`config.mk`:
```
export PLATFORM = sky130hd
export DESIGN_NAME = capp_cmd_initiator_flat
export DESIGN_NICKNAME = d
export VERILOG_FILES = /design/src/rtl/capp_cmd_initiator_if.sv /design/src/rtl/capp_cmd_initiator.sv /design/src/flat_wrapper.sv
export SDC_FILE = /design/constraint.sdc
export NUM_CORES = 1
export LEC_CHECK = 0
export CAP_MARGIN = 20
export CORE_MARGIN = 1.5
export CORE_UTILIZATION = 45
export CTS_CLUSTER_SIZE = 24
export DETAILED_ROUTE_END_ITERATION = 6
export PLACE_DENSITY_LB_ADDON = 0.05
export SLEW_MARGIN = 40
export SYNTH_ARGS = -nofsm -noshare
export SYNTH_HDL_FRONTEND = slang
export SYNTH_SLANG_ARGS = --single-unit
```
`constraint.sdc`:
```
create_clock -name clk_48mhz -period 4.8 [get_ports clk_48mhz]
set_clock_uncertainty 0.15 [all_clocks]
set_input_delay 1.44 -clock clk_48mhz [delete_from_list [all_inputs] [get_ports clk_48mhz]]
set_output_delay 1.44 -clock clk_48mhz [all_outputs]
set_load 0.01 [all_outputs]
```
`src/rtl/capp_cmd_initiator_if.sv`:
```
// Request, byte-stream and response handshake bundle for the CAPP command initiator.
// The initiator takes the slave view; whatever drives it (host, sequencer, bench) takes the master view.
interface capp_cmd_initiator_if;
    logic [3:0]  req_op;
    logic [31:0] req_data;
    logic        req_valid;
    logic        req_ready;
    logic [7:0]  tx_data;
    logic        tx_valid;
    logic        tx_ready;
    logic [7:0]  rx_data;
    logic        rx_valid;
    logic        rx_ready;
    logic [31:0] rsp_data;
    logic        rsp_err;
    logic        rsp_valid;
    logic        rsp_ready;

    modport slave (
        input  req_op, req_data, req_valid, tx_ready, rx_data, rx_valid, rsp_ready,
        output req_ready, tx_data, tx_valid, rx_ready, rsp_data, rsp_err, rsp_valid
    );

    modport master (
        output req_op, req_data, req_valid, tx_ready, rx_data, rx_valid, rsp_ready,
        input  req_ready, tx_data, tx_valid, rx_ready, rsp_data, rsp_err, rsp_valid
    );
endinterface

```
`src/rtl/capp_cmd_initiator.sv`:
```
// Host-side CAPP initiator: serialises one CAM op into command/data bytes and
// assembles the interpreter's reply bytes into a 32-bit response word.
module capp_cmd_initiator #(
    parameter int NUM_BYTES      = 4,
    parameter int TAG_BYTES      = 2,
    parameter int GAP_CYCLES     = 16,
    parameter int TIMEOUT_CYCLES = 65535
) (
    input  logic                 clk_48mhz,
    input  logic                 reset_n,
    capp_cmd_initiator_if.slave  bus
);
    localparam int GAP_W = $clog2(GAP_CYCLES + 1);
    localparam int TMO_W = $clog2(TIMEOUT_CYCLES + 1);

    typedef enum logic [2:0] {
        IDLE      = 3'd0,
        SEND_CMD  = 3'd1,
        SEND_DATA = 3'd2,
        RECV_RSP  = 3'd3,
        GAP       = 3'd4,
        RESP      = 3'd5
    } state_t;

    state_t             state_r;
    logic [3:0]         op_r;
    logic [31:0]        data_r;
    logic [2:0]         tx_idx_r;
    logic [2:0]         rx_idx_r;
    logic [GAP_W-1:0]   gap_cnt_r;
    logic [TMO_W-1:0]   tmo_cnt_r;
    logic               req_ready_r;
    logic               tx_valid_r;
    logic [7:0]         tx_data_r;
    logic               rx_ready_r;
    logic [31:0]        rsp_data_r;
    logic               rsp_err_r;
    logic               rsp_valid_r;

    function automatic logic op_legal(input logic [3:0] op);
        return (op <= 4'd10);
    endfunction

    function automatic logic op_has_data(input logic [3:0] op);
        return (op == 4'd0) || (op == 4'd2);
    endfunction

    function automatic logic op_has_reply(input logic [3:0] op);
        return (op == 4'd1) || (op == 4'd3) || (op == 4'd5) || (op == 4'd9);
    endfunction

    // get-tags returns the short tag vector; every other reply is a full CAM word
    function automatic logic [2:0] reply_len(input logic [3:0] op);
        return (op == 4'd5) ? 3'(TAG_BYTES) : 3'(NUM_BYTES);
    endfunction

    // Op sequencer: one op in flight, every output driven from a register
    always_ff @(posedge clk_48mhz or negedge reset_n) begin
        if (!reset_n) begin
            state_r     <= IDLE;
            op_r        <= 4'd0;
            data_r      <= 32'd0;
            tx_idx_r    <= 3'd0;
            rx_idx_r    <= 3'd0;
            gap_cnt_r   <= '0;
            tmo_cnt_r   <= '0;
            req_ready_r <= 1'b1;
            tx_valid_r  <= 1'b0;
            tx_data_r   <= 8'd0;
            rx_ready_r  <= 1'b1;
            rsp_data_r  <= 32'd0;
            rsp_err_r   <= 1'b0;
            rsp_valid_r <= 1'b0;
        end else begin
            case (state_r)
                IDLE: begin
                    if (bus.req_valid) begin
                        op_r        <= bus.req_op;
                        data_r      <= bus.req_data;
                        req_ready_r <= 1'b0;
                        rsp_data_r  <= 32'd0;
                        tx_idx_r    <= 3'd0;
                        rx_idx_r    <= 3'd0;
                        gap_cnt_r   <= '0;
                        tmo_cnt_r   <= '0;
                        if (op_legal(bus.req_op)) begin
                            tx_valid_r <= 1'b1;
                            tx_data_r  <= 8'h61 + {4'h0, bus.req_op};
                            state_r    <= SEND_CMD;
                        end else begin
                            rsp_err_r   <= 1'b1;
                            rsp_valid_r <= 1'b1;
                            state_r     <= RESP;
                        end
                    end
                end
                SEND_CMD: begin
                    if (bus.tx_ready) begin
                        if (op_has_data(op_r)) begin
                            tx_data_r <= data_r[7:0];
                            data_r    <= {8'h00, data_r[31:8]};
                            tx_idx_r  <= 3'd1;
                            state_r   <= SEND_DATA;
                        end else begin
                            tx_valid_r <= 1'b0;
                            state_r    <= op_has_reply(op_r) ? RECV_RSP : GAP;
                        end
                    end
                end
                SEND_DATA: begin
                    // tx_idx_r counts the payload byte currently on tx_data
                    if (bus.tx_ready) begin
                        if (tx_idx_r == 3'(NUM_BYTES)) begin
                            tx_valid_r <= 1'b0;
                            state_r    <= GAP;
                        end else begin
                            tx_data_r <= data_r[7:0];
                            data_r    <= {8'h00, data_r[31:8]};
                            tx_idx_r  <= tx_idx_r + 3'd1;
                        end
                    end
                end
                RECV_RSP: begin
                    if (bus.rx_valid) begin
                        rsp_data_r <= {rsp_data_r[23:0], bus.rx_data};
                        tmo_cnt_r  <= '0;
                        if (rx_idx_r == reply_len(op_r) - 3'd1) begin
                            rsp_valid_r <= 1'b1;
                            state_r     <= RESP;
                        end else begin
                            rx_idx_r <= rx_idx_r + 3'd1;
                        end
                    end else if (tmo_cnt_r == TMO_W'(TIMEOUT_CYCLES - 1)) begin
                        // partial reply is kept so the host can see how far it got
                        rsp_err_r   <= 1'b1;
                        rsp_valid_r <= 1'b1;
                        state_r     <= RESP;
                    end else begin
                        tmo_cnt_r <= tmo_cnt_r + 1'b1;
                    end
                end
                GAP: begin
                    if (gap_cnt_r == GAP_W'(GAP_CYCLES - 1)) begin
                        rsp_data_r  <= 32'd0;
                        rsp_valid_r <= 1'b1;
                        state_r     <= RESP;
                    end else begin
                        gap_cnt_r <= gap_cnt_r + 1'b1;
                    end
                end
                RESP: begin
                    if (bus.rsp_ready) begin
                        rsp_valid_r <= 1'b0;
                        rsp_err_r   <= 1'b0;
                        req_ready_r <= 1'b1;
                        state_r     <= IDLE;
                    end
                end
                default: begin
                    state_r     <= IDLE;
                    req_ready_r <= 1'b1;
                    tx_valid_r  <= 1'b0;
                    rsp_valid_r <= 1'b0;
                    rsp_err_r   <= 1'b0;
                end
            endcase
        end
    end

    // rx is always consumed; bytes outside RECV_RSP are simply dropped
    assign bus.req_ready = req_ready_r;
    assign bus.tx_valid  = tx_valid_r;
    assign bus.tx_data   = tx_data_r;
    assign bus.rx_ready  = rx_ready_r;
    assign bus.rsp_data  = rsp_data_r;
    assign bus.rsp_err   = rsp_err_r;
    assign bus.rsp_valid = rsp_valid_r;
endmodule

```
`src/flat_wrapper.sv`:
```
// flat-port wrapper written by rule: the top's interface ports become plain ports
module capp_cmd_initiator_flat 
#(
    parameter int NUM_BYTES      = 4,
    parameter int TAG_BYTES      = 2,
    parameter int GAP_CYCLES     = 16,
    parameter int TIMEOUT_CYCLES = 65535
)
  (clk_48mhz, reset_n, bus_req_op, bus_req_data, bus_req_valid, bus_tx_ready, bus_rx_data, bus_rx_valid, bus_rsp_ready, bus_req_ready, bus_tx_data, bus_tx_valid, bus_rx_ready, bus_rsp_data, bus_rsp_err, bus_rsp_valid);
  capp_cmd_initiator_if bus_i ();
  input  logic clk_48mhz;
  input  logic reset_n;
  input wire logic [$bits(bus_i.req_op)-1:0] bus_req_op;
  input wire logic [$bits(bus_i.req_data)-1:0] bus_req_data;
  input wire logic [$bits(bus_i.req_valid)-1:0] bus_req_valid;
  input wire logic [$bits(bus_i.tx_ready)-1:0] bus_tx_ready;
  input wire logic [$bits(bus_i.rx_data)-1:0] bus_rx_data;
  input wire logic [$bits(bus_i.rx_valid)-1:0] bus_rx_valid;
  input wire logic [$bits(bus_i.rsp_ready)-1:0] bus_rsp_ready;
  output wire logic [$bits(bus_i.req_ready)-1:0] bus_req_ready;
  output wire logic [$bits(bus_i.tx_data)-1:0] bus_tx_data;
  output wire logic [$bits(bus_i.tx_valid)-1:0] bus_tx_valid;
  output wire logic [$bits(bus_i.rx_ready)-1:0] bus_rx_ready;
  output wire logic [$bits(bus_i.rsp_data)-1:0] bus_rsp_data;
  output wire logic [$bits(bus_i.rsp_err)-1:0] bus_rsp_err;
  output wire logic [$bits(bus_i.rsp_valid)-1:0] bus_rsp_valid;
  assign bus_i.req_op = bus_req_op;
  assign bus_i.req_data = bus_req_data;
  assign bus_i.req_valid = bus_req_valid;
  assign bus_i.tx_ready = bus_tx_ready;
  assign bus_i.rx_data = bus_rx_data;
  assign bus_i.rx_valid = bus_rx_valid;
  assign bus_i.rsp_ready = bus_rsp_ready;
  assign bus_req_ready = bus_i.req_ready;
  assign bus_tx_data = bus_i.tx_data;
  assign bus_tx_valid = bus_i.tx_valid;
  assign bus_rx_ready = bus_i.rx_ready;
  assign bus_rsp_data = bus_i.rsp_data;
  assign bus_rsp_err = bus_i.rsp_err;
  assign bus_rsp_valid = bus_i.rsp_valid;
  capp_cmd_initiator #(.NUM_BYTES(NUM_BYTES), .TAG_BYTES(TAG_BYTES), .GAP_CYCLES(GAP_CYCLES), .TIMEOUT_CYCLES(TIMEOUT_CYCLES)) u_core (.clk_48mhz(clk_48mhz), .reset_n(reset_n), .bus(bus_i));
endmodule
```
==> flow_summary.ini <==
[synth]
synth_ff_type = dfrtp_1
synth_nets = 664
synthArstFlopShare = 1.00
synth-warning-count = 1
netlist_instances = 605
combined_area_of_all_synthesized_cells_sq_um = 5410
yosysSeqAreaShare = 0.509
synthDistinctLibCells = 59
synth-edff-count = 0
syn-mean-instance-area_sq_um = 8.94
ff_latch_count_synth = 110

[cells_and_area]
commonest_cells_after_routing_fill_and_taps_aside = 156 x nand2_1, 108 x dfrtp_1, 92 x clkdlybuf4s50_1
antenna_cells_inserted = 0
final_layout_size_suffix_gt1_frac = 0.0714
area_growth_pct = 24.7
final_common_cell = nand2_1
filler_cell_count = 1062
fin_nets = 740

[clock_network]
cts_buffers = 9
worstSkewPairLatency_ns = 0.35
cts_root_buf = clkbuf_16
tritoncts_num_sinks = 110
holdBufCountCts = 0
cts-root-to-sink-buffers = 2
cts_htree_levels = 3
cts.clk_slew.worst_paths_ns = 0.07
post_cts_buffers = 0
tritoncts_clock_tree = yes
post_cts_resize_count = 0

[grt]
grt_first_pass_wirelength_um = 19700
grt.total_usage = 0.196
grt_max_degree = 85
grt_remaining_overflow = 0
antenna_found_initial = 0
first_global_vias = 4132

[critical_path]
timing.reg2reg.setup_slack_ns = 2.14
highest_fanout_seen_on_the_critical_path = 8
arrival_ns = 3.60
critical_path.endpoint_type = flop
cp_data_required_time_ns = 4.89
timing_worst_setup_path_type = in -> reg
setup.worst_path.start_class = primary input

[sta]
report.final.setup_viol = 0
final.period_utilization = 0.732
postLayoutSetupSlackWorst_ns = 1.28
worst_slew_margin_rel = 0.477
maxSlewViolCount = 0
grt_setup_unrepaired = false
hold_viol = 0
max_clock_freq_ghz = 0.284
tightestPinTransition_ns = 0.785
timing.final.crit_period_ns = 3.52
final.setup.tns_ns = 0

[flow_run]
drv.max_cap_violation_count = 0

[drt]
dr.first_iter.drc_count = 303
dr.pass1.iters = 5
route.detailed.vias_per_inst = 5.36
drc = 0
drt-wirelength-per-cell_um = 14.2
detailroute.via_count = 4441
drtAntennaViolNets = 0
wl_um = 11800

[die]
die_w_um = 113
num_io_pins = 95
die-area_sq_um = 12700
initial_utilization = 0.468
rows = 39
coreArea_sq_um = 11600
die_height_um = 113

[place]
port-buffer-count = 93
dp_worst_setup_slack_ns = 0.923
finalWeightedCongestion = 0.832
dp.final_hpwl_um = 8130

[power_and_ir_drop]
static_leak_nw = 2.84
vdd_ir_drop_max_v = 0.000287
p_per_area_nw_per_um2 = 524

[outcome]
status = completed

[worst_hold_path]
hp-class = reg -> reg
## layer usage
| layer | global-route usage | vias up | routed length, um |
|---|---|---|---|
| li1 | - | 2228 | - |
| met1 | 0.249 | 2105 | 5390 |
| met2 | 0.321 | 96 | 5570 |
| met3 | 0.0686 | 12 | 704 |
| met4 | 0.0506 | 0 | 123 |
| met5 | 0 | - | 0 |
## worst max-delay path, stage by stage
cell             delay (ns)
clkdlybuf4s50_1        0.54
inv_1                  0.06
ha_1                   0.19
nor2b_1                0.09
o21ai_0                0.24
o41ai_4                0.61
mux2_2                 0.42
## worst paths after layout
path | start | endpoint | depth (start not counted)
max in group asynchronous | reset_n | u_core.bus.rsp_data[12]$_DFFE_PN0P_ | 2
worst min register to register | u_core.data_r[26]$_DFFE_PN0P_ | u_core.data_r[26]$_DFFE_PN0P_ | 2
worst max-delay path | bus_req_op[0] | u_core.bus.tx_data[3]$_DFFE_PN0P_ | 7
worst max register to register | u_core.gap_cnt_r[0]$_DFFE_PN0P_ | u_core.bus.rsp_data[1]$_DFFE_PN0P_ | 7
min in group asynchronous | reset_n | u_core.bus.rsp_err$_DFFE_PN0P_ | 1
worst min-delay path | u_core.data_r[26]$_DFFE_PN0P_ | u_core.data_r[26]$_DFFE_PN0P_ | 2
## per-stage QoR
stage	hold WS [ns]	utilization	instances	total power, W	cell area [sq um]
CTS	0.337	0.583	829	0.00357	6740
detailed placement	0.321	0.558	813	0.00284	6460
global placement	0.311	0.557	812	0.00279	6440
floorplan	0.300	-	605	0.00240	5410
global route	0.348	0.583	829	0.00381	6740
finish	0.329	0.583	829	0.00353	6740
## sequential cells by signal, indices dropped and copies added, names as in the netlist, 3 cells and up
register and count:
u_core.tx_idx_r 3, u_core.tmo_cnt_r 16, u_core.op_r 4, u_core.bus.rsp_data 32
u_core.data_r 32, u_core.state_r 3, u_core.gap_cnt_r 5, u_core.rx_idx_r 3
u_core.bus.tx_data 8
## power breakdown
| part | switching [W] | total [W] | internal [W] |
|---|---|---|---|
| clock network | 0.000344 | 0.000717 | 0.000372 |
| logic | 0.000815 | 0.00140 | 0.000589 |
| registers | 0.000238 | 0.00141 | 0.00118 |
## synth_stat cells, drive strengths merged, types with 2 or more instances
master,n,area [sq um]
nand4b,2,17.5
nor4,6,37.5
nor3,8,40.0
inv,15,56.3
nand2,156,586
o21a,3,22.5
o21ai,70,350
a22o,2,17.5
a22oi,2,20.0
or4,2,18.8
mux2i,6,60.1
clkbuf,27,101
a31oi,29,181
xor2,9,78.8
nand3b,2,18.8
xnor2,4,35.0
and3b,3,26.3
dfrtp,109,2730
a21o,2,15.0
nand2b,4,25.0
buf,8,47.5
a211oi,2,20.0
a21oi,16,87.6
ha,9,113
nand4,10,77.6
nor3b,2,15.0
nor2,49,184
and3,4,25.0
nor2b,2,12.5
nand3,9,45.0
o22ai,2,12.5
mux2,12,139
and2,4,25.0
## kinds of logic (layout without fill, tap and decap cells)
family | count (synthesis) | after routing | share of synthesized area
AND/OR/NAND/NOR | 267 | 267 | 0.221
AO/OA/AOI/OAI | 136 | 136 | 0.151
flip-flops | 110 | 110 | 0.509
buffers and inverters | 50 | 131 | 0.0379
multiplexers | 18 | 18 | 0.0368
XOR/XNOR | 13 | 13 | 0.0210
adder cells (fa/ha/maj) | 10 | 10 | 0.0227
other | 1 | 1 | 0.000693
## final cells by class
| cell class | count | area (sq um) | share of cell area |
|---|---|---|---|
| flip-flops and latches | 110 | 2760 | 0.409 |
| multi-input cells | 445 | 2480 | 0.367 |
| repair buffers | 100 | 995 | 0.147 |
| clock buffers | 11 | 243 | 0.0360 |
| well taps | 143 | 179 | 0.0265 |
| inverters | 15 | 56.3 | 0.00835 |
| clock inverters | 5 | 40.0 | 0.00594 |
(Power assumes the default switching activity.)
